### src/rtl/clk_div_pkg.sv
// Shared constants and divisor classification for the divided-clock configuration front-end.
package clk_div_pkg;

  localparam int DIV_W_DEF  = 16;
  // Divisors at or below this value mean "no division": downstream passes i_clk through.
  localparam int BYPASS_MAX = 1;

  localparam logic [1:0] ST_IDLE      = 2'd0;
  localparam logic [1:0] ST_WAIT_EDGE = 2'd1;
  localparam logic [1:0] ST_APPLY     = 2'd2;
  localparam logic [1:0] ST_SETTLE    = 2'd3;

  typedef struct packed {
    logic bypass;
    logic odd_sel;
  } div_class_t;

  function automatic div_class_t classify(input logic [31:0] d);
    div_class_t c;
    c.bypass  = (d <= 32'(BYPASS_MAX));
    c.odd_sel = d[0] & ~c.bypass;
    return c;
  endfunction

endpackage

### src/rtl/clk_edge_sync.sv
// Synchronises the fed-back divided clock into i_clk and flags its edges.
// Edge flags are valid SYNC_STAGES cycles after the input moves; consumers register them.
module clk_edge_sync #(
  parameter int SYNC_STAGES = 2
) (
  input  logic i_clk,
  input  logic i_rst,
  input  logic i_async,
  output logic o_sync,
  output logic o_rise,
  output logic o_fall
);

  logic [SYNC_STAGES-1:0] sync_q;
  logic                   hist_q;

  always_ff @(posedge i_clk) begin
    if (!i_rst) begin
      sync_q <= '0;
      hist_q <= 1'b0;
    end else begin
      sync_q <= {sync_q[SYNC_STAGES-2:0], i_async};
      hist_q <= sync_q[SYNC_STAGES-1];
    end
  end

  assign o_sync = sync_q[SYNC_STAGES-1];
  assign o_rise = o_sync & ~hist_q;
  assign o_fall = ~o_sync & hist_q;

endmodule

### src/rtl/clk_div_cfg.sv
// Accepts a new divisor, applies it to the divider only on a synced divided-clock fall
// (or timeout), then reports lock after SETTLE_EDGES divided-clock rises.
module clk_div_cfg
  import clk_div_pkg::*;
#(
  parameter int DIV_W        = DIV_W_DEF,
  parameter int SYNC_STAGES  = 2,
  parameter int SETTLE_EDGES = 4,
  parameter int TIMEOUT      = 4096
) (
  input  logic             i_clk,
  input  logic             i_rst,
  input  logic             i_cfg_valid,
  input  logic [DIV_W-1:0] i_cfg_divisor,
  output logic             o_cfg_ready,
  input  logic             i_div_clk,
  output logic [DIV_W-1:0] o_divisor,
  output logic             o_odd_sel,
  output logic             o_bypass,
  output logic             o_locked,
  output logic             o_fault
);

  localparam logic [15:0] TMO_LAST = 16'(TIMEOUT - 1);
  localparam logic [7:0]  SETTLE_N = 8'(SETTLE_EDGES);

  logic [1:0]       state_q, state_d;
  logic [DIV_W-1:0] shadow_q, shadow_d;
  logic [DIV_W-1:0] divisor_q, divisor_d;
  logic             odd_q, odd_d;
  logic             bypass_q, bypass_d;
  logic             locked_q, locked_d;
  logic             fault_q, fault_d;
  logic             ready_q, ready_d;
  logic [15:0]      tmo_q, tmo_d;
  logic [7:0]       rise_cnt_q, rise_cnt_d;

  logic             sync_unused;
  logic             div_rise;
  logic             div_fall;
  div_class_t       shadow_cls;
  logic [15:0]      tmo_inc;
  logic [7:0]       rise_inc;
  logic             tmo_hit;

  clk_edge_sync #(
    .SYNC_STAGES (SYNC_STAGES)
  ) u_edge_sync (
    .i_clk   (i_clk),
    .i_rst   (i_rst),
    .i_async (i_div_clk),
    .o_sync  (sync_unused),
    .o_rise  (div_rise),
    .o_fall  (div_fall)
  );

  assign shadow_cls = classify(32'(shadow_q));
  // Both counters saturate so a stuck condition can never wrap back into a valid count.
  assign tmo_inc    = (tmo_q == 16'hFFFF) ? tmo_q : tmo_q + 16'd1;
  assign rise_inc   = (rise_cnt_q == 8'hFF) ? rise_cnt_q : rise_cnt_q + 8'd1;
  assign tmo_hit    = (tmo_q == TMO_LAST);

  always_comb begin
    state_d    = state_q;
    shadow_d   = shadow_q;
    divisor_d  = divisor_q;
    odd_d      = odd_q;
    bypass_d   = bypass_q;
    locked_d   = locked_q;
    fault_d    = fault_q;
    tmo_d      = tmo_q;
    rise_cnt_d = rise_cnt_q;

    case (state_q)
      ST_IDLE: begin
        if (i_cfg_valid) begin
          fault_d = 1'b0;
          if (i_cfg_divisor != divisor_q) begin
            shadow_d = i_cfg_divisor;
            locked_d = 1'b0;
            tmo_d    = 16'd0;
            // In bypass there is no divided clock to wait on.
            state_d  = bypass_q ? ST_APPLY : ST_WAIT_EDGE;
          end
        end
      end

      ST_WAIT_EDGE: begin
        tmo_d = tmo_inc;
        if (div_fall) begin
          state_d = ST_APPLY;
        end else if (tmo_hit) begin
          state_d = ST_APPLY;
          fault_d = 1'b1;
        end
      end

      ST_APPLY: begin
        divisor_d  = shadow_q;
        odd_d      = shadow_cls.odd_sel;
        bypass_d   = shadow_cls.bypass;
        tmo_d      = 16'd0;
        rise_cnt_d = 8'd0;
        state_d    = ST_SETTLE;
      end

      ST_SETTLE: begin
        if (bypass_q) begin
          locked_d = 1'b1;
          state_d  = ST_IDLE;
        end else begin
          tmo_d = tmo_inc;
          if (div_rise) begin
            rise_cnt_d = rise_inc;
          end
          if (div_rise && (rise_inc == SETTLE_N)) begin
            locked_d = 1'b1;
            state_d  = ST_IDLE;
          end else if (tmo_hit) begin
            fault_d  = 1'b1;
            locked_d = 1'b1;
            state_d  = ST_IDLE;
          end
        end
      end

      default: state_d = ST_IDLE;
    endcase

    ready_d = (state_d == ST_IDLE);
  end

  always_ff @(posedge i_clk) begin
    if (!i_rst) begin
      state_q    <= ST_IDLE;
      shadow_q   <= '0;
      divisor_q  <= '0;
      odd_q      <= 1'b0;
      bypass_q   <= 1'b1;
      locked_q   <= 1'b1;
      fault_q    <= 1'b0;
      ready_q    <= 1'b1;
      tmo_q      <= 16'd0;
      rise_cnt_q <= 8'd0;
    end else begin
      state_q    <= state_d;
      shadow_q   <= shadow_d;
      divisor_q  <= divisor_d;
      odd_q      <= odd_d;
      bypass_q   <= bypass_d;
      locked_q   <= locked_d;
      fault_q    <= fault_d;
      ready_q    <= ready_d;
      tmo_q      <= tmo_d;
      rise_cnt_q <= rise_cnt_d;
    end
  end

  assign o_cfg_ready = ready_q;
  assign o_divisor   = divisor_q;
  assign o_odd_sel   = odd_q;
  assign o_bypass    = bypass_q;
  assign o_locked    = locked_q;
  assign o_fault     = fault_q;

endmodule

### config.mk
export PLATFORM = sky130hd
export DESIGN_NAME = clk_div_cfg
export DESIGN_NICKNAME = d
export VERILOG_FILES = /design/src/rtl/clk_div_pkg.sv /design/src/rtl/clk_edge_sync.sv /design/src/rtl/clk_div_cfg.sv
export SDC_FILE = /design/constraint.sdc
export NUM_CORES = 1
export LEC_CHECK = 0
export CORE_ASPECT_RATIO = 0.8
export CORE_MARGIN = 2
export CORE_UTILIZATION = 33
export CTS_CLUSTER_DIAMETER = 30
export DETAILED_ROUTE_END_ITERATION = 6
export SETUP_SLACK_MARGIN = 0.3
export SLEW_MARGIN = 20
export SYNTH_ARGS = -nofsm -noshare
export SYNTH_HDL_FRONTEND = slang
export SYNTH_SLANG_ARGS = --single-unit
### constraint.sdc
create_clock -name i_clk -period 2.8 [get_ports i_clk]
set_input_delay 0.56 -clock i_clk [delete_from_list [all_inputs] [get_ports i_clk]]
set_output_delay 0.56 -clock i_clk [all_outputs]
set_load 0.005 [all_outputs]
* Word level (Yosys, flattened, before mapping)
Cells that the tools add are included.
Word-level totals: bits in writable memories 0, word-level logic and storage cells 77, bits of input ports 20, memories 0, memory bits (read-only) 0, bits in registers 66, bits in latches 0
Cells by class: $mul 0, muxes and demuxes 30, equal/unequal tests 15, shift-type cells 0, add/subtract/negate cells 2, div/mod/pow operators 0, magnitude comparators 1, bitwise gates (word level) 6, reduce and logical (&&, ||, !) cells 11
Operators with widths (number):
- 2-to-1 mux 16 bit | 4
- case mux 16 bit (4 select lines) | 1
- 2-to-1 mux 8 bit | 3
- adder 16 x 1 -> 16 bit, second input constant | 1
- equality test 16 x 12 -> 1 bit, second input constant | 1
- equality test 16 bit, second input constant | 1
- less-or-equal comparator 16 x 1 -> 1 bit, second input constant | 1
- 2-to-1 mux 2 bit | 8
- != test 16 bit | 1
- case mux 8 bit (2 select lines) | 1
- != test 2 bit, second input constant | 6
- 2-to-1 mux 1 bit | 10
- AND reduction 3 bit | 3
- adder 8 x 1 -> 8 bit, second input constant | 1
- equality test 8 x 3 -> 1 bit, second input constant | 1
- equality test 8 bit, second input constant | 1
- case mux 2 bit (4 select lines) | 1
- AND reduction 5 bit | 1
- equality test 2 bit, second input constant | 2
- logical NOT 2 bit | 2
- != test 4 bit, second input constant | 1
- AND reduction 4 bit | 1
- nonzero test 2 bit | 2
- bitwise AND 1 bit | 3
- 6 further kinds | 8

* Depth between registers and ports, before layout
Gate-level depths: netlist of run 1.
word-level depth 8, mapped depth 8, gate-level depth less buffers 7

* Hierarchy
Synthesis of run 1 repeated with hierarchy kept, for this count alone.
Unflattened totals: cells, all modules 357, area total of the unflattened synthesis 3199.3 um^2
By module, submodules not included:
- clk_div_cfg | sequential area each 1261.2 um^2, area an instance 3108.0 um^2, cells each 349, instances 1
- clk_edge_sync | sequential area each 60.1 um^2, area an instance 91.3 um^2, cells each 8, instances 1

* Least setup slack after synthesis of run 1
No wires, ideal clock.
kind input to register, start input port i_cfg_divisor[3], end register shadow_q[10], library setup time 116 ps, required time 2684 ps, cell stages on the path 7, arrival time 2045 ps, slack 639 ps, path through xnor2_1 nand4_1 o41ai_4 nor2_2 buf_2 mux2i_1 nor2b_1
On the way: word-level cells in the longest chain between the ends 2
RTL lines:
- start: declaration | RTL line clk_div_cfg.sv:14 | input logic [DIV_W-1:0] i_cfg_divisor,
- != test 16 bit | RTL line clk_div_cfg.sv:78 | if (i_cfg_divisor != divisor_q) begin
- AND reduction 3 bit (no line)
- end signal: assignment | RTL line clk_div_cfg.sv:147 | shadow_q <= shadow_d;
- end: declaration | RTL line clk_div_cfg.sv:28 | logic [DIV_W-1:0] shadow_q, shadow_d;
Every way passes these cells. A chain may end at the register's enable or synchronous reset.

* Worst setup path in the final report of run 1
start input port i_cfg_divisor[3], end register shadow_q[14]
Same word-level chain as after synthesis.

==> flow_metrics.py, run 1 <==
metrics = {
    "die": {
        "start_util_pct": 34.2,
        "die_height_um": 93.6,
        "die_w_um": 116,
        "core_region_area_mm2": 0.00969,
        "boundaryPins": 41,
        "row_count": 32,
        "design.die.area_mm2": 0.0109,
    },
    "clocking": {
        "post_cts.resized_instances": 0,
        "clock_buffers_created_by_tritoncts": 9,
        "cts.sinks": 66,
        "root_cell_of_the_clock_tree": "clkbuf_16",
        "cts.reportedPaths.clkPinSlew_ns": 0.06,
        "worst_skew_pair.late_latency_ns": 0.33,
        "post-cts-setup-buffers": 0,
        "ctsHtreeMaxLevel": 3,
        "clockBufferDepth": 2,
        "cts_tree": "yes",
        "holdBufCountCts": 0,
    },
    "worst_setup_path": {
        "cp_cell_sequence": "clkdlybuf4s50_1, xnor2_1, nand4_1, o41ai_4, nor2_2, mux2i_1, nor2b_1",
        "timing.reg2reg.setup_slack_ns": 0.48,
        "timing.reg2reg.worst_path_depth": 5,
        "critPathLaunchType": "input port",
        "crit_fanout": 16,
        "data_arrival_at_the_endpoint_of_the_critical_path_ns": 2.67,
        "cpPeakStageDelay_ns": 0.84,
        "cpLargestDelayFamily": "simple AND/OR/NAND/NOR gates",
        "critPathBufInv": 1,
        "critical_path.slowest_cell": "nor2_2",
        "worstSetupEndpointType": "flip-flop",
        "worst-endpoint-required_ns": 3.03,
        "worst_r2r_endpoint": "o_cfg_ready",
        "worstSetupPathType": "in -> reg",
        "timing.rr.start": "tmo_q[13]",
    },
    "yosys": {
        "mappedNetlistNets": 404,
        "synth_top_area_cell": "dfxtp_1",
        "postSynthRegisterBits": 66,
        "synth.yosys.seq_area_share_pct": 39.9,
        "netlist-cell-type-count": 53,
        "yosys_most_used_dff": "dfxtp_1",
        "yosys_warnings": 0,
        "asyncSetResetFlopFracSynth_pct": 0,
        "synth-edff-count": 0,
        "number_of_instances_in_the_synthesized_netlist": 382,
        "post_synth.cell_area_avg_um2": 8.68,
        "synth_area_leaders": "dfxtp_1 (40%), nand2_1 (6.3%), xnor2_1 (5.3%)",
        "netlist.area_leader.share_pct": 39.9,
        "mappedNetlistArea_mm2": 0.00331,
    },
    "drt": {
        "route.detailed.drc": 0,
        "routed_wl_mm": 8.04,
        "vias_per_cell": 5.07,
        "dr_total_vias": 2848,
        "detailedRoute.firstPassIterationCount": 4,
        "routed_length_per_instance_um": 14.3,
        "drtAntennaViolNets": 0,
        "drt_iter0_markers": 200,
    },
    "status": {
        "run_status": "finished clean",
    },
    "sta": {
        "layout_skew_ns": 0.00739,
        "unrepaired_setup_endpoints_after_global_routing": "true",
        "worstMarginPinSlew_ns": 1.08,
        "slew_violations": 0,
        "setup_slack_ns": 0.356,
        "max_freq_ghz": 0.409,
        "period_share_pct": 87.3,
        "final-hold-violation-count": 0,
        "layout_min_cycle_time_ns": 2.44,
        "normalized_max_slew_margin_pct": 27.7,
        "setup_violations": 0,
        "total_negative_setup_slack_ns": 0,
    },
    "place": {
        "place.detailed.hpwl_mm": 5.44,
        "place.gp.congestion": 0.807,
        "placedInstanceArea_mm2": 0.00384,
        "dpl_worst_slack_ns": -0.00382,
        "placement.io_buffers": 40,
    },
    "global_routing": {
        "maximum_number_of_pins_on_one_net_before_global_route_repair": 51,
        "grt_pass1_vias": 2699,
        "global_route.usage.total_pct": 15.7,
        "antenna_found_initial": 0,
        "grt_pass1_wl_mm": 13.1,
        "gr-total-overflow": 0,
    },
    "finish": {
        "fillerInstances": 991,
        "layout-drive-gt1-share_pct": 7.51,
        "seq_area_mm2": 0.00132,
        "nNetsFinal": 443,
        "multi_input_gate_area_in_the_final_layout_mm2": 0.00187,
        "area_growth_syn_to_layout_pct": 24.9,
        "insertedDiodeCount": 0,
        "leading_cell_type_in_the_layout_fill_and_taps_excluded": "dfxtp_1",
        "post-route-cell-area_mm2": 0.00414,
        "most-common-layout-cells": "dfxtp_1 (66), nand2_1 (56), clkdlybuf4s50_1 (40)",
    },
    "hold_path": {
        "min_path_type": "reg -> reg",
        "whs_path_depth": 1,
        "endpoint_of_the_worst_hold_timing_path": "u_edge_sync.sync_q[1]",
        "min_from": "u_edge_sync.sync_q[0]",
    },
    "flow_run": {
        "drv.max_cap_violation_count": 0,
    },
    "power": {
        "leakage_power_uw": 0.00140,
        "worst_ir_drop_vdd_uv": 319,
        "powerDensity_mw_per_mm2": 668,
    },
}
layer usage:
layer	part of all wire [%]	wire length, um	track usage, %
met2	44	3500	23.3
met3	5.1	412	5.70
met1	50	4000	20.7
met4	1.6	132	6.25
met5	0	0	0
through the flow:
step / total power, uW / hold slack (ns) / utilization [%] / instances
global placement: 1650 / 0.426 / 39.7 / 546
CTS: 2790 / 0.446 / 42.7 / 562
detailed placement: 1660 / 0.432 / 39.7 / 546
global route: 2910 / 0.473 / 42.7 / 562
finish: 2760 / 0.444 / 42.7 / 562
floorplan: 1480 / 0.412 / - / 382
worst register-to-register path: stages, from the launching register on:
cell,delay (ns)
dfxtp_1,0.34
or4_1,0.56
nor4_2,0.55
nor3_1,0.10
a21o_1,0.22
o41ai_1,0.42
cell families after synthesis:
group                    count (synthesis)  share of synthesized area, %
AO/OA/AOI/OAI                           86                          18.9
flip-flops                              66                          39.9
multiplexers                            17                          5.13
XOR/XNOR                                20                          5.29
adder cells (fa/ha/maj)                  2                         0.755
AND/OR/NAND/NOR                        164                          26.4
buffers and inverters                   27                          3.66
cell type report:
| cell class | instances | area share [%] |
|---|---|---|
| inverters | 9 | 0.816 |
| well taps | 136 | 4.11 |
| repair buffers | 46 | 10.8 |
| clock inverters | 6 | 1.63 |
| flip-flops and latches | 66 | 31.9 |
| clock buffers | 10 | 5.53 |
| multi-input cells | 289 | 45.2 |
state kept, by name, summed over array words and instances (netlist names):
name,cells
tmo_q,16
o_fault,1
o_locked,1
shadow_q,16
o_bypass,1
o_odd_sel,1
rise_cnt_q,8
o_divisor,16
state_q,2
u_edge_sync.hist_q,1
o_cfg_ready,1
u_edge_sync.sync_q,2
power by group:
| part | switching, uW | total (uW) | internal [uW] |
|---|---|---|---|
| Clock | 430 | 1120 | 690 |
| Sequential | 71.2 | 1080 | 1010 |
| Combinational | 312 | 562 | 250 |
| Total | 813 | 2760 | 1950 |
synthesized netlist by cell type (2+ instances only):
cell,number
and4_1,2
nand2_1,56
xnor2_1,20
inv_1,9
o221a_2,3
dfxtp_1,66
a21boi_0,19
nor2_1,11
clkbuf_1,15
a31oi_1,2
nor4_1,5
or3_1,3
nand3_1,13
nor3_1,5
ha_1,2
and2_1,6
nand4_1,10
o21ai_1,5
nor3b_1,3
mux2i_1,17
and3_1,7
o21ai_0,7
o31ai_1,7
a21oi_1,22
or4_1,8
a211oi_1,3
nand2b_1,5
o211ai_1,3
nor2b_1,24
worst max path at each step:
stage | start | endpoint | slack [ns] | cells after the start
2_1_floorplan | i_cfg_divisor[3] | shadow_q[10] | 0.64 | 7
3_3_place_gp | i_cfg_divisor[3] | o_cfg_ready | -0.03 | 7
3_5_place_dp | i_cfg_divisor[3] | shadow_q[14] | -0.004 | 7
4_1_cts | i_cfg_divisor[3] | shadow_q[14] | 0.34 | 7
5_1_grt | i_cfg_divisor[10] | shadow_q[14] | 0.24 | 7
6_report | i_cfg_divisor[3] | shadow_q[14] | 0.36 | 7
Note: power is estimated with default switching activity, not from simulation.
==> inputs of run 2 (changes only) <==
--- a/config.mk
+++ b/config.mk
@@ -5,11 +5,13 @@
 export SDC_FILE = /design/constraint.sdc
 export NUM_CORES = 1
 export LEC_CHECK = 0
+export CAP_MARGIN = 20
 export CORE_ASPECT_RATIO = 0.8
 export CORE_MARGIN = 2
 export CORE_UTILIZATION = 33
 export CTS_CLUSTER_DIAMETER = 30
 export DETAILED_ROUTE_END_ITERATION = 6
+export HOLD_SLACK_MARGIN = 0.05
 export SETUP_SLACK_MARGIN = 0.3
 export SLEW_MARGIN = 20
 export SYNTH_ARGS = -nofsm -noshare
==> results of run 2 <==
The final DEF is identical to that of run 1; final timing and power are the same.
==> inputs of run 3 (changes only) <==
--- a/config.mk
+++ b/config.mk
@@ -6,7 +6,7 @@
 export NUM_CORES = 1
 export LEC_CHECK = 0
 export CAP_MARGIN = 20
-export CORE_ASPECT_RATIO = 0.8
+export CORE_ASPECT_RATIO = 0.6
 export CORE_MARGIN = 2
 export CORE_UTILIZATION = 33
 export CTS_CLUSTER_DIAMETER = 30
==> run 3 against run 2 <==
  * Worst setup slack better by 0.024 ns
  * Sequential power hardly changed
  * Die area is 0.20% higher
  * Sequential share of layout area is 0.50 points lower
  * Largest power group unchanged
==> flow_metrics.py, run 3 (same netlist as run 1, synthesis figures left out) <==
metrics = {
    "drt": {
        "drt_iter0_markers": 210,
        "detailroute.wirelength.met2_mm": 3.25,
        "detailroute.wirelength.met3_um": 473,
        "uppermost_layer_routed": "met4",
        "route.detailed.drc": 0,
        "routed_length_per_instance_um": 14.8,
        "routed_wl_mm": 8.31,
        "detailedRoute.firstPassIterationCount": 4,
        "detail_route.wirelength.met1_mm": 4.45,
        "drtAntennaViolNets": 0,
        "dr_total_vias": 2903,
        "vias_per_cell": 5.16,
    },
    "finish": {
        "insertedDiodeCount": 0,
        "layout-drive-gt1-share_pct": 8.64,
        "leading_cell_type_in_the_layout_fill_and_taps_excluded": "dfxtp_1",
        "area_growth_syn_to_layout_pct": 26.9,
        "final_cell_count_no_fill": 563,
        "nNetsFinal": 447,
        "most-common-layout-cells": "dfxtp_1 (66), nand2_1 (56), clkdlybuf4s50_1 (39)",
    },
    "sta": {
        "max_freq_ghz": 0.413,
        "total_negative_setup_slack_ns": 0,
        "unrepaired_setup_endpoints_after_global_routing": "true",
        "layout_min_cycle_time_ns": 2.42,
        "setup_violations": 0,
        "whs_ns": 0.440,
        "worstMarginPinSlew_ns": 0.629,
        "normalized_max_slew_margin_pct": 57.9,
        "layout_skew_ns": 0.00998,
        "final-hold-violation-count": 0,
        "period_share_pct": 86.4,
        "slew_violations": 0,
    },
    "worst_setup_path": {
        "worstSetupEndpointType": "flip-flop",
        "critPathLaunchType": "input port",
        "data_arrival_at_the_endpoint_of_the_critical_path_ns": 2.63,
        "crit_fanout": 8,
        "timing.rr.start": "tmo_q[13]",
        "worstSetupPathType": "in -> reg",
        "timing.reg2reg.setup_slack_ns": 0.58,
        "worst-endpoint-required_ns": 3.01,
        "critPathLaunch": "i_cfg_divisor[9]",
    },
    "clocking": {
        "root_cell_of_the_clock_tree": "clkbuf_16",
        "worst_skew_pair.late_latency_ns": 0.34,
        "cts.reportedPaths.clkPinSlew_ns": 0.05,
        "cts.sinks": 66,
        "clockBufferDepth": 2,
        "holdBufCountCts": 0,
        "cts_tree": "yes",
        "ctsHtreeMaxLevel": 3,
        "clock_buffers_created_by_tritoncts": 9,
    },
    "place": {
        "place.gp.congestion": 0.823,
        "placement.io_buffers": 40,
        "place.detailed.hpwl_mm": 5.68,
        "place.detailed.instances": 546,
    },
    "die": {
        "row_count": 28,
        "die_w_um": 133,
        "design.die.area_mm2": 0.0109,
        "boundaryPins": 41,
        "start_util_pct": 33.8,
        "die_height_um": 81.6,
        "core_region_area_mm2": 0.00981,
    },
    "hold_path": {
        "min_from": "u_edge_sync.sync_q[0]",
        "min_path_type": "reg -> reg",
    },
    "global_routing": {
        "gr-total-overflow": 0,
        "global_route.usage.total_pct": 16.1,
        "grt_pass1_vias": 2617,
        "antenna_found_initial": 0,
        "maximum_number_of_pins_on_one_net_before_global_route_repair": 51,
        "grt_pass1_wl_mm": 13.6,
    },
    "power": {
        "worst_ir_drop_vdd_uv": 347,
        "leakage_power_uw": 0.00144,
        "powerDensity_mw_per_mm2": 666,
    },
    "flow_run": {
        "drv.max_cap_violation_count": 0,
    },
    "status": {
        "run_status": "finished clean",
    },
}
## run 3: where the power goes
group | internal, uW | total, uW | switching [uW]
logic | 262 | 593 | 331
clock network | 727 | 1120 | 397
registers | 1010 | 1080 | 72.0
total | 2000 | 2800 | 800
## run 3: metrics by stage
stage               util (%)  area [um2]  setup WS, ns  total power (uW)
finish                  42.9        4210         0.380              2800
global route            42.9        4210         0.295              2940
detailed placement      39.2        3850       -0.0253              1660
CTS                     42.3        4150         0.321              2800
global placement        39.2        3850       -0.0167              1660
floorplan                  -        3310         0.639              1480
## run 3: per-layer routing
| layer | track usage [%] | up-vias |
|---|---|---|
| met5 | 0 | - |
| met2 | 20.9 | 71 |
| li1 | - | 1457 |
| met1 | 23.6 | 1362 |
| met4 | 6.49 | 0 |
| met3 | 5.80 | 13 |
## run 3: cell type report
type | instances | area (um2)
Clock buffer | 12 | 256
Timing Repair Buffer | 49 | 474
Tap cell | 135 | 169
Fill cell | 976 | 5600
Clock inverter | 2 | 37.5
Sequential cell | 66 | 1320
Multi-Input combinational cell | 290 | 1910
Inverter | 9 | 33.8
## run 3: timing repair
action	in CTS	in global routing
gates cloned	0	1
endpoints found under the setup margin	1	30
buffers inserted	0	2
resized for setup	1	6
pin swaps	0	4
## run 3: final timing paths
check                          end  cells after the start
max                    o_cfg_ready                      8
min          u_edge_sync.sync_q[1]                      1
max reg2reg            o_cfg_ready                      5
min reg2reg  u_edge_sync.sync_q[1]                      1
## run 3: critical path: stages
cell             delay, ns
clkdlybuf4s50_1       0.51
xnor2_1               0.14
nand4_1               0.26
o41ai_4               0.38
buf_4                 0.19
buf_6                 0.14
nor4_1                0.07
o41ai_2               0.38
